[config.mk]
export PLATFORM = sky130hd
export DESIGN_NAME = mt_maint_loop_seq_flat
export DESIGN_NICKNAME = d
export VERILOG_FILES = /design/src/rtl/mt_maint_loop_seq_if.sv /design/src/rtl/mt_maint_loop_seq.sv /design/src/flat_wrapper.sv
export SDC_FILE = /design/constraint.sdc
export NUM_CORES = 1
export LEC_CHECK = 0
export ABC_CLOCK_PERIOD_IN_PS = 2500
export BUFFER_PORTS_ARGS = -buffer_cell sky130_fd_sc_hd__buf_4
export CORE_MARGIN = 5
export CORE_UTILIZATION = 55
export CTS_CLUSTER_DIAMETER = 100
export DETAILED_ROUTE_END_ITERATION = 12
export PLACE_DENSITY = 0.88
export SLEW_MARGIN = 40
export SYNTH_ARGS = -nofsm -noshare
export SYNTH_HDL_FRONTEND = slang
export SYNTH_SLANG_ARGS = --single-unit
[constraint.sdc]
create_clock -name clk -period 2.5 [get_ports clk]
set_input_delay 0.5 -clock clk [delete_from_list [all_inputs] [get_ports clk]]
set_output_delay 0.5 -clock clk [all_outputs]
set_load 0.01 [all_outputs]
[src/rtl/mt_maint_loop_seq_if.sv]
// Maintenance-register side of the MT wraparound sequencer: register fields in,
// loop result and sticky status out.
interface mt_maint_loop_seq_if;
    logic       mrMM;
    logic [3:0] mrMOP;
    logic       mrWRITE;
    logic       mrBPICLK;
    logic [7:0] mrDATA;
    logic [8:0] mtMDF;
    logic       mtBUSY;
    logic       mtDONE;
    logic       mtPERR;
    logic       mtILLOP;
    logic       mtTMO;

    modport master (
        output mrMM, mrMOP, mrWRITE, mrBPICLK, mrDATA,
        input  mtMDF, mtBUSY, mtDONE, mtPERR, mtILLOP, mtTMO
    );

    modport slave (
        input  mrMM, mrMOP, mrWRITE, mrBPICLK, mrDATA,
        output mtMDF, mtBUSY, mtDONE, mtPERR, mtILLOP, mtTMO
    );
endinterface

[src/rtl/mt_maint_loop_seq.sv]
// MT maintenance-mode wraparound sequencer: loops one parity-protected character
// through the internal path on BPI clock edges. Optional BPI watchdog: MT_MAINT_TMO_EN.
module mt_maint_loop_seq #(
    parameter int NBITS    = 9,
    parameter int TMO_CLKS = 4096
) (
    input  logic                 clk,
    input  logic                 rst,
    mt_maint_loop_seq_if.slave   bus
);

    typedef enum logic [1:0] {
        IDLE  = 2'd0,
        ARM   = 2'd1,
        SHIFT = 2'd2,
        DONE  = 2'd3
    } state_t;

    localparam logic [3:0] LAST = 4'(NBITS - 1);

    if (TMO_CLKS < 1 || TMO_CLKS > 65535) begin : g_bad_tmo
        $error("TMO_CLKS must fit the 16-bit watchdog");
    end

    state_t           state_q, state_d;
    logic [NBITS-1:0] tx_q, tx_d;
    logic [NBITS-1:0] rx_q, rx_d;
    logic [3:0]       cnt_q, cnt_d;
    logic [8:0]       mdf_q, mdf_d;
    logic             busy_q, busy_d;
    logic             done_q, done_d;
    logic             perr_q, perr_d;
    logic             illop_q, illop_d;
    logic             bpi_q;
    logic             bpi_rise;
`ifdef MT_MAINT_TMO_EN
    logic [15:0]      wdog_q, wdog_d;
    logic             tmo_q, tmo_d;
`endif

    // Odd parity in the top bit; LOOPBAD inverts it to provoke a parity error.
    function automatic logic [NBITS-1:0] make_char(input logic [7:0] d, input logic bad);
        return NBITS'({(~^d) ^ bad, d});
    endfunction

    assign bpi_rise = bus.mrBPICLK & ~bpi_q;

    always_comb begin
        state_d = state_q;
        tx_d    = tx_q;
        rx_d    = rx_q;
        cnt_d   = cnt_q;
        mdf_d   = mdf_q;
        busy_d  = busy_q;
        done_d  = done_q;
        perr_d  = perr_q;
        illop_d = illop_q;
`ifdef MT_MAINT_TMO_EN
        wdog_d  = wdog_q;
        tmo_d   = tmo_q;
`endif
        case (state_q)
            IDLE: begin
                if (bus.mrWRITE && bus.mrMM) begin
                    done_d  = 1'b0;
                    perr_d  = 1'b0;
                    illop_d = 1'b0;
                    cnt_d   = 4'd0;
`ifdef MT_MAINT_TMO_EN
                    tmo_d   = 1'b0;
                    wdog_d  = 16'(TMO_CLKS);
`endif
                    case (bus.mrMOP)
                        4'd0: done_d = 1'b1;
                        4'd1, 4'd2: begin
                            tx_d    = make_char(bus.mrDATA, bus.mrMOP == 4'd2);
                            rx_d    = '0;
                            busy_d  = 1'b1;
                            state_d = ARM;
                        end
                        default: begin
                            illop_d = 1'b1;
                            done_d  = 1'b1;
                        end
                    endcase
                end
            end
            ARM, SHIFT: begin
                // Dropping maintenance mode abandons the character silently.
                if (!bus.mrMM) begin
                    busy_d  = 1'b0;
                    state_d = IDLE;
                end else if (bpi_rise) begin
                    tx_d = tx_q >> 1;
                    rx_d = {tx_q[0], rx_q[NBITS-1:1]};
`ifdef MT_MAINT_TMO_EN
                    wdog_d = 16'(TMO_CLKS);
`endif
                    if (state_q == ARM) begin
                        cnt_d   = 4'd1;
                        state_d = (LAST == 4'd0) ? DONE : SHIFT;
                    end else if (cnt_q == LAST) begin
                        state_d = DONE;
                    end else begin
                        cnt_d = cnt_q + 4'd1;
                    end
                end
`ifdef MT_MAINT_TMO_EN
                else if (wdog_q == 16'd0) begin
                    tmo_d   = 1'b1;
                    done_d  = 1'b1;
                    busy_d  = 1'b0;
                    state_d = IDLE;
                end else begin
                    wdog_d = wdog_q - 16'd1;
                end
`endif
            end
            DONE: begin
                mdf_d   = 9'(rx_q);
                perr_d  = ~(^rx_q);
                done_d  = 1'b1;
                busy_d  = 1'b0;
                state_d = IDLE;
            end
            default: state_d = IDLE;
        endcase
    end

    always_ff @(posedge clk) begin
        if (rst) begin
            state_q <= IDLE;
            tx_q    <= '0;
            rx_q    <= '0;
            cnt_q   <= 4'd0;
            mdf_q   <= 9'd0;
            busy_q  <= 1'b0;
            done_q  <= 1'b0;
            perr_q  <= 1'b0;
            illop_q <= 1'b0;
            bpi_q   <= 1'b0;
`ifdef MT_MAINT_TMO_EN
            wdog_q  <= 16'd0;
            tmo_q   <= 1'b0;
`endif
        end else begin
            state_q <= state_d;
            tx_q    <= tx_d;
            rx_q    <= rx_d;
            cnt_q   <= cnt_d;
            mdf_q   <= mdf_d;
            busy_q  <= busy_d;
            done_q  <= done_d;
            perr_q  <= perr_d;
            illop_q <= illop_d;
            bpi_q   <= bus.mrBPICLK;
`ifdef MT_MAINT_TMO_EN
            wdog_q  <= wdog_d;
            tmo_q   <= tmo_d;
`endif
        end
    end

    assign bus.mtMDF   = mdf_q;
    assign bus.mtBUSY  = busy_q;
    assign bus.mtDONE  = done_q;
    assign bus.mtPERR  = perr_q;
    assign bus.mtILLOP = illop_q;
`ifdef MT_MAINT_TMO_EN
    assign bus.mtTMO   = tmo_q;
`else
    assign bus.mtTMO   = 1'b0;
`endif

endmodule

[src/flat_wrapper.sv]
// flat-port wrapper written by rule: the top's interface ports become plain ports
module mt_maint_loop_seq_flat 
#(
    parameter int NBITS    = 9,
    parameter int TMO_CLKS = 4096
)
  (clk, rst, bus_mrMM, bus_mrMOP, bus_mrWRITE, bus_mrBPICLK, bus_mrDATA, bus_mtMDF, bus_mtBUSY, bus_mtDONE, bus_mtPERR, bus_mtILLOP, bus_mtTMO);
  mt_maint_loop_seq_if bus_i ();
  input  logic clk;
  input  logic rst;
  input wire logic [$bits(bus_i.mrMM)-1:0] bus_mrMM;
  input wire logic [$bits(bus_i.mrMOP)-1:0] bus_mrMOP;
  input wire logic [$bits(bus_i.mrWRITE)-1:0] bus_mrWRITE;
  input wire logic [$bits(bus_i.mrBPICLK)-1:0] bus_mrBPICLK;
  input wire logic [$bits(bus_i.mrDATA)-1:0] bus_mrDATA;
  output wire logic [$bits(bus_i.mtMDF)-1:0] bus_mtMDF;
  output wire logic [$bits(bus_i.mtBUSY)-1:0] bus_mtBUSY;
  output wire logic [$bits(bus_i.mtDONE)-1:0] bus_mtDONE;
  output wire logic [$bits(bus_i.mtPERR)-1:0] bus_mtPERR;
  output wire logic [$bits(bus_i.mtILLOP)-1:0] bus_mtILLOP;
  output wire logic [$bits(bus_i.mtTMO)-1:0] bus_mtTMO;
  assign bus_i.mrMM = bus_mrMM;
  assign bus_i.mrMOP = bus_mrMOP;
  assign bus_i.mrWRITE = bus_mrWRITE;
  assign bus_i.mrBPICLK = bus_mrBPICLK;
  assign bus_i.mrDATA = bus_mrDATA;
  assign bus_mtMDF = bus_i.mtMDF;
  assign bus_mtBUSY = bus_i.mtBUSY;
  assign bus_mtDONE = bus_i.mtDONE;
  assign bus_mtPERR = bus_i.mtPERR;
  assign bus_mtILLOP = bus_i.mtILLOP;
  assign bus_mtTMO = bus_i.mtTMO;
  mt_maint_loop_seq #(.NBITS(NBITS), .TMO_CLKS(TMO_CLKS)) u_core (.clk(clk), .rst(rst), .bus(bus_i));
endmodule
==> results of run 1 <==
through the flow:
step	utilization (%)	setup slack, ns
final	66.1	0.402
after global routing	66.1	0.207
after CTS	66.1	0.412
after detailed placement	64.7	0.438
after global placement	64.7	0.494
after floorplan	-	0.489
per-layer routing:
metal  share of wire, %  track usage [%]
met1                 46             19.1
met2                 47             25.4
met3                5.4             6.38
met4                2.2             6.94
met5                  0                0
final cells by class:
type	count	share of cell area, %
clock buffers	5	1.67
clock inverters	2	0.446
inverters	7	1.17
multi-input cells	150	48.9
flip-flops and latches	38	33.9
well taps	46	2.57
repair buffers	32	11.3
cell usage after synthesis (4+ instances only):
master    number  area [sq um]
and2_1         9          56.3
a211oi_1       4          30.0
nand3b_1       4          30.0
dfxtp_1       38           761
inv_1          7          26.3
nor2_1        36           135
xnor2_1       13           114
a211oi_2       8           100
mux2i_1       26           260
nor3_1         4          20.0
nand2_1        6          22.5
ha_1           6          75.1
a21oi_1        6          30.0
clkbuf_1       6          22.5
o21ai_0        4          20.0
cells by family after synthesis:
logic type / synth area share, %
mux: 13.4
fa+ha+maj: 3.86
other cells: 0.193
flops: 39.1
simple gates: 16.6
compound gates: 14.5
xor+xnor: 7.92
buf+inv: 4.44
worst max-delay path, stage by stage, from the launching register on:
cell and delay (ns):
dfxtp_1 0.38, inv_1 0.09, ha_1 0.62, nor2_1 0.17, a211oi_4 0.23, buf_12 0.22
mux2i_1 0.20, nor2_1 0.06
path summary, 6_finish.rpt:
path | endpoint | cells past startpoint | slack, ns | from
worst min register to register | u_core.bus.mtBUSY | 2 | 0.49 | u_core.bus.mtBUSY
worst min-delay path | u_core.bpi_q | 2 | 0.39 | bus_mrBPICLK
worst max-delay path | u_core.rx_q[6] | 7 | 0.40 | u_core.state_q[0]
worst max register to register | u_core.rx_q[6] | 7 | 0.40 | u_core.state_q[0]
cells in the final DEF (no fill, tap or decap), types with 2 or more instances in the layout:
cell	n
clkinv_2	2
buf_4	31
a211oi_1	4
nand2b_1	2
a211o_1	2
a211oi_2	8
nor3_1	4
clkbuf_4	5
xnor2_1	13
nand3_1	3
nand3b_1	4
xor2_1	2
inv_1	7
o22ai_1	2
a21oi_1	6
mux2i_1	26
dfxtp_1	38
o21ai_0	4
ha_1	6
nand2_1	6
nor2_1	36
and2_1	9
report_power, final:
group / internal, mW / switching, mW / total (mW)
Combinational: 0.147 / 0.171 / 0.318
Sequential: 0.641 / 0.0215 / 0.663
Clock: 0.101 / 0.197 / 0.298
Total: 0.889 / 0.389 / 1.28
flip-flops by register name, summed over array words and instances, names as in the netlist:
register,count
u_core.cnt_q,4
u_core.bus.mtILLOP,1
u_core.tx_q,9
u_core.bus.mtMDF,9
u_core.bus.mtBUSY,1
u_core.bus.mtDONE,1
u_core.rx_q,9
u_core.bus.mtPERR,1
u_core.state_q,2
u_core.bpi_q,1
==> key figures, run 1 <==
Final layout
  – Fin area: 2240 sq um
  – Ant. Diodes: 0
  – Multi-input gate area: 1100 sq um
  – Layout cells sized above 1: 20.5%
  – Non-Filler Instances: 280
  – Nets: 257
  – FILL cells: 295
  – Area delta synth->final: 15.3%
  – Register area: 761 sq um

STA
  – Final Skew: 0.0126 ns
  – Max Slew Vio Count: 0
  – RSZ-0062 raised after global routing: false
  – Crit share post-route: 83.9%
  – Worst slew pin tran: 0.706 ns
  – Max Clk Rate: 477 MHz
  – Sum Neg Setup Slack: 0 ns
  – Min Hold Slack: 0.387 ns
  – Final Hold Vio Count: 0
  – Tmin final: 2.10 ns
  – Slew HR: 52.9%
  – Finish-stage setup viols: 0

Global route
  – Vias in the first global route: 1463
  – Antenna violations before repair: 0
  – Total grt overflow: 0
  – Total track usage: 16.0%
  – First-pass GRT wire length: 6330 um
  – Largest net degree at the start of global routing: 40

Clock tree
  – Root buf cell: clkbuf_4
  – Cts bufs inserted: 5
  – CTS tree: built
  – Sink Count: 38
  – Clock Path Buffers: 2
  – # H-tree levels: 2
  – Clock slew at reported path FFs: 0.11 ns
  – Cts hold-fix bufs: 0
  – Clk_lat worst skew: 0.35 ns
  – Post-cts sizing count: 0
  – Setup Buffers After CTS: 0

Drt
  – Drt first pass iters: 4
  – Post-route ant nets: 0
  – DR WL/cell: 12.9 um
  – Via count: 1495
  – DR DRC count: 0
  – DR iter-0 viols: 45
  – Vias per cell: 5.34
  – Total routed wirelength: 3600 um

Synthesis
  – Syn Area/Cell: 9.44 sq um
  – Syn nets: 229
  – Post-synth EDFFs: 0
  – Yosys reg bits: 38
  – Sequential-to-total area share from yosys stat: 39.1%
  – Synthesized area: 1940 sq um
  – Cells after Synth: 206
  – Number of distinct library cells after synthesis: 36
  – Ys async rst share: 0%
  – Yosys Warn Count: 0
  – Top_reg_cell synth: dfxtp_1

Run
  – Max-Cap Viols: 0

Pwr
  – Pwr dens: 570 nW/um^2
  – Worst vdd ir: 0.314 mV
  – Pwr Total: 1.28 mW
  – Pleak: 0.843 nW

Min path
  – Min-Delay Path Class: primary input to register

Critical path
  – Crit. End Element: register
  – Critical path class: register to register
  – Crit path required time: 2.72 ns
  – CP max FO: 27
  – Worst Setup Start Kind: register
  – CP arrival: 2.32 ns

Floorplan
  – Die area: 4820 sq um
  – Cell Rows: 21
  – Core area: 3390 sq um
  – # IOs: 31
  – Die width: 69.5 um
  – Overall die height: 69.5 um
  – Starting Density: 57.4%

Placed design
  – Buffers on Ports: 29
  – Placed Instances: 273
  – GP Congestion: 0.800
  – Placed Area: 2190 sq um
  – Post-DP HPWL: 2610 um

Status
  – Status: finished clean
Power figures use the tool's default switching activity.
==> inputs of run 2 (changes only) <==
--- a/config.mk
+++ b/config.mk
@@ -5,13 +5,14 @@
 export SDC_FILE = /design/constraint.sdc
 export NUM_CORES = 1
 export LEC_CHECK = 0
-export ABC_CLOCK_PERIOD_IN_PS = 2500
+export ABC_AREA = 1
+export ABC_CLOCK_PERIOD_IN_PS = 1750
 export BUFFER_PORTS_ARGS = -buffer_cell sky130_fd_sc_hd__buf_4
 export CORE_MARGIN = 5
-export CORE_UTILIZATION = 55
+export CORE_UTILIZATION = 51
 export CTS_CLUSTER_DIAMETER = 100
 export DETAILED_ROUTE_END_ITERATION = 12
-export PLACE_DENSITY = 0.88
+export PLACE_DENSITY = 0.85
 export SLEW_MARGIN = 40
 export SYNTH_ARGS = -nofsm -noshare
 export SYNTH_HDL_FRONTEND = slang
==> constraint.sdc (replaced) <==
create_clock -name clk -period 1.75 [get_ports clk]
set_input_delay 0.35 -clock clk [delete_from_list [all_inputs] [get_ports clk]]
set_output_delay 0.35 -clock clk [all_outputs]
set_load 0.01 [all_outputs]
==> run 2 against run 1 <==
- area after synthesis increased by 7.9%
- via count increased by 44%
- sequential share of layout area decreased by 4.7 points
- sequential cell count unchanged
- highest routed layer unchanged
- largest power group unchanged
- fmax increased by 24%
==> key figures, run 2 <==
Final layout
  – Fin area: 2610 sq um (was 2240 sq um)
  – Ant. Diodes: 0 (unchanged)
  – Layout cells sized above 1: 21.6% (was 20.5%)
  – Most common cell after layout, fill and taps aside: nand2_1 (was dfxtp_1)
  – Register area: 763 sq um (was 761 sq um)
  – FILL cells: 345 (was 295)
  – Area delta synth->final: 24.6% (was 15.3%)
  – Nets: 371 (was 257)
  – Multi-input gate area: 1210 sq um (was 1100 sq um)
  – Commonest non-fill, non-tap cells in the layout: 78 x nand2_1, 49 x nor2_1, 40 x buf_4, 36 x dfxtp_1, 32 x inv_1 (was 38 x dfxtp_1, 36 x nor2_1, 31 x buf_4, 26 x mux2i_1, 13 x xnor2_1)

Critical path
  – Critical path class: register to register (unchanged)
  – Reg-to-Reg Start: u_core.state_q[1] (was u_core.state_q[0])
  – Crit path required time: 1.98 ns (was 2.72 ns)
  – CP cell instances: inv_1, ha_4, inv_1, nand2_1, a21oi_4, buf_12, buf_4, o21ai_0, nand2_1, nor3b_2 (was inv_1, ha_1, nor2_1, a211oi_4, buf_12, mux2i_1, nor2_1)
  – Reg2Reg Setup Slack: 0.05 ns (was 0.40 ns)
  – CP arrival: 1.93 ns (was 2.32 ns)
  – Reg2Reg Capture Point: u_core.cnt_q[3] (was u_core.rx_q[6])
  – Slowest cell on the critical path: dfxtp_2 (was ha_1)
  – Cells on worst reg2reg path: 10 (was 7)
  – CP max stage delay: 0.33 ns (was 0.62 ns)
  – Delay-heaviest family, CP: buffers and inverters (was adder cells)
  – Crit. End Element: register (unchanged)
  – Crit path buf inv count: 4 (was 2)
  – Worst Setup Start Kind: register (unchanged)
  – CP max FO: 5 (was 27)

Synthesis
  – Sequential-to-total area share from yosys stat: 36.3% (was 39.1%)
  – Post-synth EDFFs: 0 (unchanged)
  – Ys async rst share: 0% (unchanged)
  – Yosys Warn Count: 0 (unchanged)
  – Cells after Synth: 309 (was 206)
  – Number of distinct library cells after synthesis: 37 (was 36)
  – Syn nets: 332 (was 229)
  – Top_reg_cell synth: dfxtp_1 (unchanged)
  – Largest cells by area after synthesis: dfxtp_1 36%, nand2_1 14%, nor2_1 9.1% (was dfxtp_1 39%, mux2i_1 13%, nor2_1 6.9%)
  – Synthesized area: 2100 sq um (was 1940 sq um)
  – Most frequent cell after synthesis: nand2_1 (was dfxtp_1)
  – Area leader, netlist: dfxtp_1 (unchanged)
  – List of most frequent post-synthesis cells: 78 x nand2_1, 51 x nor2_1, 38 x dfxtp_1 (was 38 x dfxtp_1, 36 x nor2_1, 26 x mux2i_1)
  – Syn Area/Cell: 6.79 sq um (was 9.44 sq um)
  – Area share of the largest cell type after synthesis: 36.3% (was 39.1%)
  – Yosys reg bits: 38 (unchanged)

Clock tree
  – Root buf cell: clkbuf_8 (was clkbuf_4)
  – CTS tree: built (unchanged)
  – Clock slew at reported path FFs: 0.07 ns (was 0.11 ns)
  – Clock Path Buffers: 2 (unchanged)
  – Sink Count: 38 (unchanged)
  – Clk_lat worst skew: 0.29 ns (was 0.35 ns)
  – # H-tree levels: 2 (unchanged)
  – Cts bufs inserted: 5 (unchanged)

Min path
  – WHS Endpoint: u_core.bpi_q (unchanged)
  – Hold Path Stages: 3 (was 2)
  – Min-Delay Path Class: primary input to register (unchanged)
  – Min-Delay Startpoint: bus_mrBPICLK (unchanged)

Pwr
  – Worst vdd ir: 0.350 mV (was 0.314 mV)
  – Pleak: 1.23 nW (was 0.843 nW)
  – Pwr Total: 1.99 mW (was 1.28 mW)
  – Pwr dens: 761 nW/um^2 (was 570 nW/um^2)

STA
  – Final Skew: 0.00375 ns (was 0.0126 ns)
  – Max Clk Rate: 589 MHz (was 477 MHz)
  – Crit share post-route: 97.0% (was 83.9%)
  – Tmin final: 1.70 ns (was 2.10 ns)
  – Final Hold Vio Count: 0 (unchanged)
  – Finish-stage setup viols: 0 (unchanged)
  – Sum Neg Setup Slack: 0 ns (unchanged)
  – Max Slew Vio Count: 0 (unchanged)

Floorplan
  – Starting Density: 52.4% (was 57.4%)
  – Overall die height: 74.1 um (was 69.5 um)
  – Die area: 5490 sq um (was 4820 sq um)
  – Die width: 74.1 um (was 69.5 um)
  – Core area: 4000 sq um (was 3390 sq um)
  – # IOs: 31 (unchanged)
  – Cell Rows: 23 (was 21)

Placed design
  – Placed Area: 2380 sq um (was 2190 sq um)
  – Buffers on Ports: 29 (unchanged)
  – Post-DP HPWL: 3490 um (was 2610 um)
  – GP Congestion: 0.818 (was 0.800)

Global route
  – Total grt overflow: 0 (unchanged)
  – GRT met3 Usage: 4.05% (was 6.38%)
  – Vias in the first global route: 1857 (was 1463)
  – Total track usage: 19.0% (was 16.0%)
  – Gr busiest metal: met2 (unchanged)
  – First-pass GRT wire length: 8100 um (was 6330 um)
  – M1 GR Usage: 22.1% (was 19.1%)
  – Antenna violations before repair: 0 (unchanged)
  – Largest net degree at the start of global routing: 27 (was 40)
  – Met2 Track Usage GR: 34.6% (was 25.4%)

Run
  – Max-Cap Viols: 0 (unchanged)

Drt
  – DR WL/cell: 13.3 um (was 12.9 um)
  – DR DRC count: 0 (unchanged)
  – Via count: 2149 (was 1495)
  – Vias per cell: 5.40 (was 5.34)
  – Drt first pass iters: 5 (was 4)
  – Post-route ant nets: 0 (unchanged)
  – Total routed wirelength: 5290 um (was 3600 um)
  – DR iter-0 viols: 193 (was 45)

Status
  – Status: finished clean (unchanged)
[run 2: logic make-up (layout without fill, tap and decap cells)]
family                     after synthesis  in the layout  synth area share [%]
AOI/OAI and AO/OA                       57             57                  16.3
xor gates and xnor gates                 3              3                  1.25
adders and majority gates                6              6                  3.58
buffers and inverters                   46             83                  10.3
DFF                                     38             38                  36.3
muxes                                    1              1                 0.477
other                                    1              1                 0.179
and+or+nand+nor                        157            159                  31.7
[run 2: power breakdown]
group	internal, mW	switching (mW)	leakage (nW)
combinational	0.128	0.191	0.862
clock	0.456	0.312	0.0573
sequential	0.888	0.0153	0.309
total	1.47	0.518	1.23
[run 2: stage by stage]
stage          cells  setup slack (ns)  hold slack (ns)  utilization (%)
6_report         398            0.0529            0.296             65.3
5_1_grt          398           -0.0430            0.316             65.3
4_1_cts          396            0.0354            0.300             63.2
3_5_place_dp     387           -0.0168            0.466             59.4
3_3_place_gp     387            0.0492            0.455             59.4
2_1_floorplan    309            0.0744            0.444                -
[run 2: layout make-up]
class	instances	share of cell area, %
clock buffer	6	3.16
tap	50	2.39
clock inverter	1	1.15
inverter	34	5.17
sequential	38	29.2
multi-input combinational	227	46.2
timing repair buffer	42	12.7
[run 2: worst max-delay path by stage]
stage | to | slack, ns | cells past startpoint | startpoint
2_1_floorplan | u_core.rx_q[2] | 0.07 | 9 | u_core.state_q[0]
3_3_place_gp | u_core.rx_q[7] | 0.05 | 9 | u_core.state_q[0]
3_5_place_dp | u_core.rx_q[7] | -0.02 | 9 | u_core.state_q[0]
4_1_cts | u_core.tx_q[4] | 0.04 | 8 | u_core.state_q[1]
5_1_grt | u_core.cnt_q[2] | -0.04 | 10 | u_core.state_q[0]
6_report | u_core.cnt_q[3] | 0.05 | 10 | u_core.state_q[1]
[run 2: worst min-delay path: cells and delay by family]
kind	cells	cell delay, ns
and+or+nand+nor	1	0.07
buffers and inverters	2	0.13
[run 2: routing by layer]
metal / routed length [um] / vias to the layer above
met5: 0 / -
met4: 110 / 0
met3: 260 / 13
met2: 2820 / 80
met1: 2100 / 991
li1: - / 1065
[run 2: timing repair]
item,4_1_cts,5_1_grt
setup buffers,1,1
cloned,1,1
resized for setup,2,15
pin swaps,1,3
hold endpoints to repair,0,0
setup endpoints to repair,7,15
hold buffers,0,0
